## src/rtl/fp_norm_round_pack_ctrl.sv

```systemverilog
// Normalize / round / pack sequencer for a single unpacked float result.
// One normalize shift per cycle, then round, pack to binary32 and hold until consumed.
module fp_norm_round_pack_ctrl #(
  parameter bit ROUND_EN    = 1'b1,
  parameter int FLUSH_LIMIT = -152
) (
  input  logic        clk,
  input  logic        rst_n,
  input  logic        in_valid,
  output logic        in_ready,
  input  logic        in_s,
  input  logic [9:0]  in_e,
  input  logic [26:0] in_m,
  output logic        out_valid,
  input  logic        out_ready,
  output logic [31:0] z,
  output logic        busy
);

  typedef enum logic [2:0] {
    IDLE,
    NORM,
    ROUND,
    PACK,
    HOLD
  } state_t;

  localparam logic signed [9:0] E_MIN   = -10'sd126;
  localparam logic signed [9:0] E_MAX   = 10'sd127;
  localparam logic signed [9:0] E_FLUSH = 10'(FLUSH_LIMIT);

  state_t             state, state_n;
  logic               armed;
  logic               s, s_n;
  logic signed [9:0]  e, e_n;
  logic [26:0]        m, m_n;
  logic [23:0]        mant, mant_n;
  logic [31:0]        z_n;
  logic               round_up;
  logic [24:0]        sum;

  // armed keeps in_ready low until the first edge after reset release
  always_ff @(posedge clk or negedge rst_n) begin
    if (!rst_n) begin
      state <= IDLE;
      armed <= 1'b0;
      s     <= 1'b0;
      e     <= '0;
      m     <= '0;
      mant  <= '0;
      z     <= '0;
    end else begin
      state <= state_n;
      armed <= 1'b1;
      s     <= s_n;
      e     <= e_n;
      m     <= m_n;
      mant  <= mant_n;
      z     <= z_n;
    end
  end

  assign in_ready  = (state == IDLE) && armed;
  assign out_valid = (state == HOLD);
  assign busy      = (state != IDLE);

  // Round-to-nearest-even on the guard bit, ties broken by the LSB
  assign round_up = ROUND_EN & m[2] & (m[1] | m[0] | m[3]);
  assign sum      = {1'b0, m[26:3]} + {24'd0, round_up};

  always_comb begin
    state_n = state;
    s_n     = s;
    e_n     = e;
    m_n     = m;
    mant_n  = mant;
    z_n     = z;

    case (state)
      IDLE: begin
        if (in_valid && in_ready) begin
          s_n = in_s;
          e_n = in_e;
          m_n = in_m;
          if (in_m == 27'd0) begin
            e_n     = E_MIN;
            state_n = ROUND;
          end else begin
            state_n = NORM;
          end
        end
      end

      NORM: begin
        if (e < E_FLUSH) begin
          m_n = {26'd0, |m};
          e_n = E_MIN;
        end else if (e < E_MIN) begin
          m_n = {1'b0, m[26:2], m[1] | m[0]};
          e_n = e + 10'sd1;
        end else if (!m[26] && (e > E_MIN)) begin
          m_n = {m[25:0], 1'b0};
          e_n = e - 10'sd1;
        end else begin
          state_n = ROUND;
        end
      end

      ROUND: begin
        if (sum[24]) begin
          mant_n = sum[24:1];
          e_n    = e + 10'sd1;
        end else begin
          mant_n = sum[23:0];
        end
        state_n = PACK;
      end

      // A denormal rounded up to 1.0 falls through to the biased path as exponent field 1
      PACK: begin
        if (e > E_MAX) begin
          z_n = {s, 8'hFF, 23'd0};
        end else if ((e == E_MIN) && !mant[23]) begin
          z_n = {s, 8'h00, mant[22:0]};
        end else begin
          z_n = {s, e[7:0] + 8'd127, mant[22:0]};
        end
        state_n = HOLD;
      end

      HOLD: begin
        if (out_ready) begin
          state_n = IDLE;
        end
      end

      default: state_n = IDLE;
    endcase
  end

endmodule

```

## config.mk

```make
export PLATFORM = sky130hd
export DESIGN_NAME = fp_norm_round_pack_ctrl
export DESIGN_NICKNAME = d
export VERILOG_FILES = /design/src/rtl/fp_norm_round_pack_ctrl.sv
export SDC_FILE = /design/constraint.sdc
export NUM_CORES = 1
export LEC_CHECK = 0
export ABC_CLOCK_PERIOD_IN_PS = 2750
export CORE_MARGIN = 10
export CORE_UTILIZATION = 55
export CTS_CLUSTER_DIAMETER = 30
export DETAILED_ROUTE_END_ITERATION = 6
export MAX_ROUTING_LAYER = met4
export PLACE_DENSITY = 0.77
export SLEW_MARGIN = 5
export SYNTH_ARGS = -nofsm -noshare
export SYNTH_HDL_FRONTEND = slang
export SYNTH_SLANG_ARGS = --single-unit
```

## constraint.sdc

```tcl
create_clock -name clk -period 2.75 [get_ports clk]
set_clock_uncertainty 0.05 [all_clocks]
set_input_delay 0.55 -clock clk [delete_from_list [all_inputs] [get_ports clk]]
set_output_delay 0.55 -clock clk [all_outputs]
set_load 0.02 [all_outputs]
```

---- Yosys cells after proc, flatten, opt, wreduce, memory -nomap -nowiden ----
Cells that the tools add are included.
Widths: inputs -> output; s select.
storage, ports and cells
  flip-flop bits (word level) ............. 98
  bits in latches ......................... 0
  bits in writable memories ............... 0
  ROM bits ................................ 0
  input port bits ......................... 42
  output and inout port bits .............. 35
  memories kept ........................... 0
cells by class
  add/sub/neg operators ................... 4
  multipliers ............................. 0
  div/mod/pow operators ................... 0
  order comparisons ....................... 4
  eq/ne operators ......................... 12
  shifts and indexed selects .............. 0
  mux-type cells .......................... 22
  bitwise gates (word level) .............. 3
  reduce and logical (&&, ||, !) cells .... 16
operator list
  cell                   count
  $mux 27                4
  $mux 31                2
  $mux 10                6
  $pmux 27 s2            1
  $pmux 10 s3            1
  $logic_not 27->1       1
  $reduce_or 27->1       1
  $add 24x1->25          1
  $mux 24                1
  $gt 10x8->1 const B    2
  $mux 3                 5
  $pmux 3 s5             1
  $add 10x2->10 const B  1
  $eq 10x8->1 const B    1
  $lt 10x8->1 const B    1
  $lt 10x9->1 const B    1
  $sub 10x2->10 const B  1
  $add 8x7->8 const B    1
  $ne 2x2->1 const B     4
  $eq 3x2->1 const B     2
  $reduce_bool 3->1      2
  $reduce_and 5->1       1
  $logic_and 1x1->1      4
  $ne 2x1->1 const B     2
  12 further kinds       14

---- Longest topological paths before layout ----
  word-level depth ........................ 6
  depth in mapped cells ................... 9

---- Worst setup path before layout ----
OpenSTA, ideal clock, no wires.
  kind .................................... register to register
  start point ............................. register m[3]
  end point ............................... register e[0]
  setup time .............................. 0.125 ns
  arrival ................................. 1.940 ns
  required time ........................... 2.575 ns
  path slack .............................. 0.636 ns
  cell stages (with the launch flop) ...... 8
  period minus slack after synthesis ...... 2.114 ns
  cell sequence ........................... dfrtp_1 > and2_1 > ha_1 > nand4_1 > nor2_1 > nand4_1 > o221ai_2 > mux2_2
between the ends
  longest elaborated chain between the ends .. 5
RTL lines
  item                                 line  RTL
  from (decl)                          36    logic [26:0] m, m_n;
  from (signal assigned)               57    m <= m_n;
  $or 1x1->1                           68    assign round_up = ROUND_EN & m[2] & (m[1] | m[0] | m[3]);
  $and 1x1->1                          68
  $add 24x1->25 *                      69    assign sum = {1'b0, m[26:3]} + {24'd0, round_up};
  $ne 2x2->1 (no source line) *        n/a
  $reduce_and 4->1 (no source line) *  n/a
  to (signal assigned)                 56    e <= e_n;
  to (decl)                            35    logic signed [9:0] e, e_n;
Every way passes the cells marked *; elsewhere a longest branch is shown, timed or not.
A chain may end at the register's enable or synchronous reset.

---- Worst setup path in the final report ----
  start point ............................. register state[2]
  end point ............................... output port in_ready
between the ends
  longest elaborated chain between the ends .. 2
RTL lines
  item                    line  RTL
  from (decl)             32    state_t state, state_n;
  from (signal assigned)  53    state <= state_n;
  $logic_not 3->1         63    assign in_ready = (state == IDLE) && armed;
  $logic_and 1x1->1       63
  to (decl)               10    output logic in_ready,
No other way between the ends.

==> impl_metrics.py <==
metrics = {
    "outcome": {
        "status": "completed",
    },
    "power": {
        "peakVddDrop_mv": 0.948,
        "power.density_nw_per_um2": 1200,
        "leakage_nw": 2.66,
        "power_mw": 7.82,
    },
    "timing": {
        "min_period_ns": 2.61,
        "fmax_ghz": 0.383,
        "hold_viol": 0,
        "setup_ws_ns": 0.136,
        "final_max_slew_viol_count": 0,
        "rsz0062_at_grt": "false",
        "finalCritPeriodShare": 0.950,
        "worst_pin_slew_ns": 1.05,
        "tns_ns": 0,
        "slew_headroom": 0.296,
        "setup_viol": 0,
    },
    "synthesis": {
        "yosysSeqAreaShare": 0.448,
        "syn_nets": 649,
        "yosysMostFrequentCell": "dfrtp_1",
        "netlist_area_sq_um": 5470,
        "synthCells": 604,
        "synth-seq-cells": 98,
        "synth_common_cells": "dfrtp_1 (98), nand2_1 (73), nor2_1 (69), o21ai_0 (33), a31oi_1 (31)",
        "synth_edf_count": 0,
        "yosysWarnings": 0,
        "synthFlopType": "dfrtp_1",
        "synth_top_cell_by_area": "dfrtp_1",
        "synth_top_area_share": 0.448,
        "async_reset_ff_frac": 1.00,
        "synth.avg_cell_area_sq_um": 9.06,
        "synth.area.top_cells": "dfrtp_1 (45%), nand2_1 (5.0%), nor2_1 (4.7%)",
        "ys_types": 65,
    },
    "detailed_routing": {
        "dr.pass1.iters": 5,
        "drc": 0,
        "vias_per_cell": 6.03,
        "wirelength_um": 14500,
        "drtIter0Drc": 426,
        "wl_per_cell_um": 18.2,
        "drtAntennaViolNets": 0,
        "vias": 4814,
    },
    "placed_design": {
        "post_dp_cell_area_sq_um": 6290,
        "dp_hpwl_um": 10900,
        "gp_congestion": 0.937,
        "place_ws_ns": 0.129,
        "numPortBuffers": 76,
    },
    "job": {
        "maxCapViolCount": 0,
    },
    "critical_path": {
        "reg2reg_from": "m[19]",
        "worstSetupStartpointType": "flip-flop",
        "arrival_ns": 2.01,
        "crit_start": "state[2]",
        "critPathKind": "reg2out",
        "crit_path_max_fanout": 13,
        "critPathCaptureType": "output pin",
        "cp.required_ns": 2.15,
    },
    "cts": {
        "cts_sinks": 98,
        "clk_latency_ns": 0.38,
        "post_cts.repair.setup_buffers": 0,
        "cts_inserted_buffers": 9,
        "cts_tree": "built",
        "hold_buffers": 0,
        "clkTransAtPathRegs_ns": 0.11,
        "cts-root-buf": "clkbuf_8",
        "clk_path_buf_depth": 2,
        "htree_levels": 3,
        "cts_resized": 0,
    },
    "floorplan": {
        "rows": 36,
        "die_w_um": 120,
        "dieArea_sq_um": 14300,
        "fp.dieH_um": 120,
        "initial_core_util": 0.563,
        "io_pins": 77,
        "core_area_sq_um": 9730,
    },
    "cells_and_area": {
        "postLayoutCellArea_sq_um": 6510,
        "nNetsFinal": 705,
        "fillers": 808,
        "syn_to_final_growth_pct": 18.9,
        "drive_gt1_frac": 0.0917,
        "n_antenna_cell": 0,
        "utilization": 0.669,
    },
    "hold_path": {
        "hold_path.class": "in2async",
    },
    "global_routing": {
        "grt_pass1_wl_um": 24400,
        "grt_max_degree": 55,
        "grt-ovfl-total": 0,
        "antenna_found_initial": 0,
        "grt_pass1_vias": 4827,
        "globalRouteTotalUtil": 0.210,
    },
}
-- path summary, 6_finish.rpt --
check                           end  slack [ns]  depth (start not counted)
hold / removal                z[24]        0.13                          1
setup reg to reg               e[8]        0.35                          6
hold reg to reg               z[31]        0.43                          2
setup / recovery           in_ready        0.14                          3
min in group clk              z[31]        0.43                          2
max in group asynchronous     z[14]        1.85                          2
-- layout make-up --
class	count	area [sq um]	area share
Multi-Input combinational cell	443	2690	0.413
Timing Repair Buffer	100	951	0.146
Clock buffer	9	124	0.0190
Sequential cell	98	2450	0.377
Inverter	8	30.0	0.00461
Clock inverter	7	96.3	0.0148
Tap cell	133	166	0.0256
-- metal layers --
metal / vias to the layer above / part of all wire / track usage
met5: - / 0 / -
met3: 14 / 0.066 / 0.0441
met2: 178 / 0.46 / 0.322
met1: 2323 / 0.47 / 0.283
li1: 2299 / - / -
met4: 0 / 0.0085 / 0.0460
-- registers in the layout (all words and copies together) (netlist names) --
name,flops
mant,24
e,10
s,1
armed,1
state,3
z,32
m,27
-- cells by family (layout without fill, tap and decap cells) --
logic type | Yosys count | in the layout | share of synthesized area
compound gates | 177 | 177 | 0.227
xor+xnor | 24 | 24 | 0.0384
fa+ha+maj | 3 | 3 | 0.00686
buf+inv | 63 | 124 | 0.0603
flops | 98 | 98 | 0.448
mux | 6 | 6 | 0.0121
other cells | 1 | 1 | 0.000685
simple gates | 232 | 232 | 0.206
-- cell usage in the layout, fill, tap and decap left out, types with 8 or more instances in the layout --
master           count
dfrtp_1             98
clkdlybuf4s50_1     75
nand2_1             73
nor2_1              69
o21ai_0             33
a31oi_1             31
a22oi_1             26
a22o_1              25
buf_4               24
nand3_1             17
a21oi_1             17
xnor2_1             15
nor4_1              13
nor3_1               9
nand4_1              9
xor2_1               9
clkbuf_8             9
inv_1                8
-- worst max-delay path, cell delays in order, from the launching register on --
cell	delay [ns]
dfrtp_1	0.52
nor3_1	0.33
and2_1	0.19
clkdlybuf4s50_1	0.61
-- where the power goes --
part | total, mW | switching, mW | internal [mW]
sequential | 2.92 | 0.805 | 2.12
clock | 1.02 | 0.573 | 0.449
combinational | 3.87 | 2.14 | 1.74
-- stage by stage --
stage                     hold WS [ns]  std cells
final                            0.132        798
after global routing             0.179        798
after CTS                        0.153        798
after detailed placement         0.408        782
after global placement           0.404        782
after floorplan                  0.204        604
Note: power is estimated with default switching activity, not from simulation.
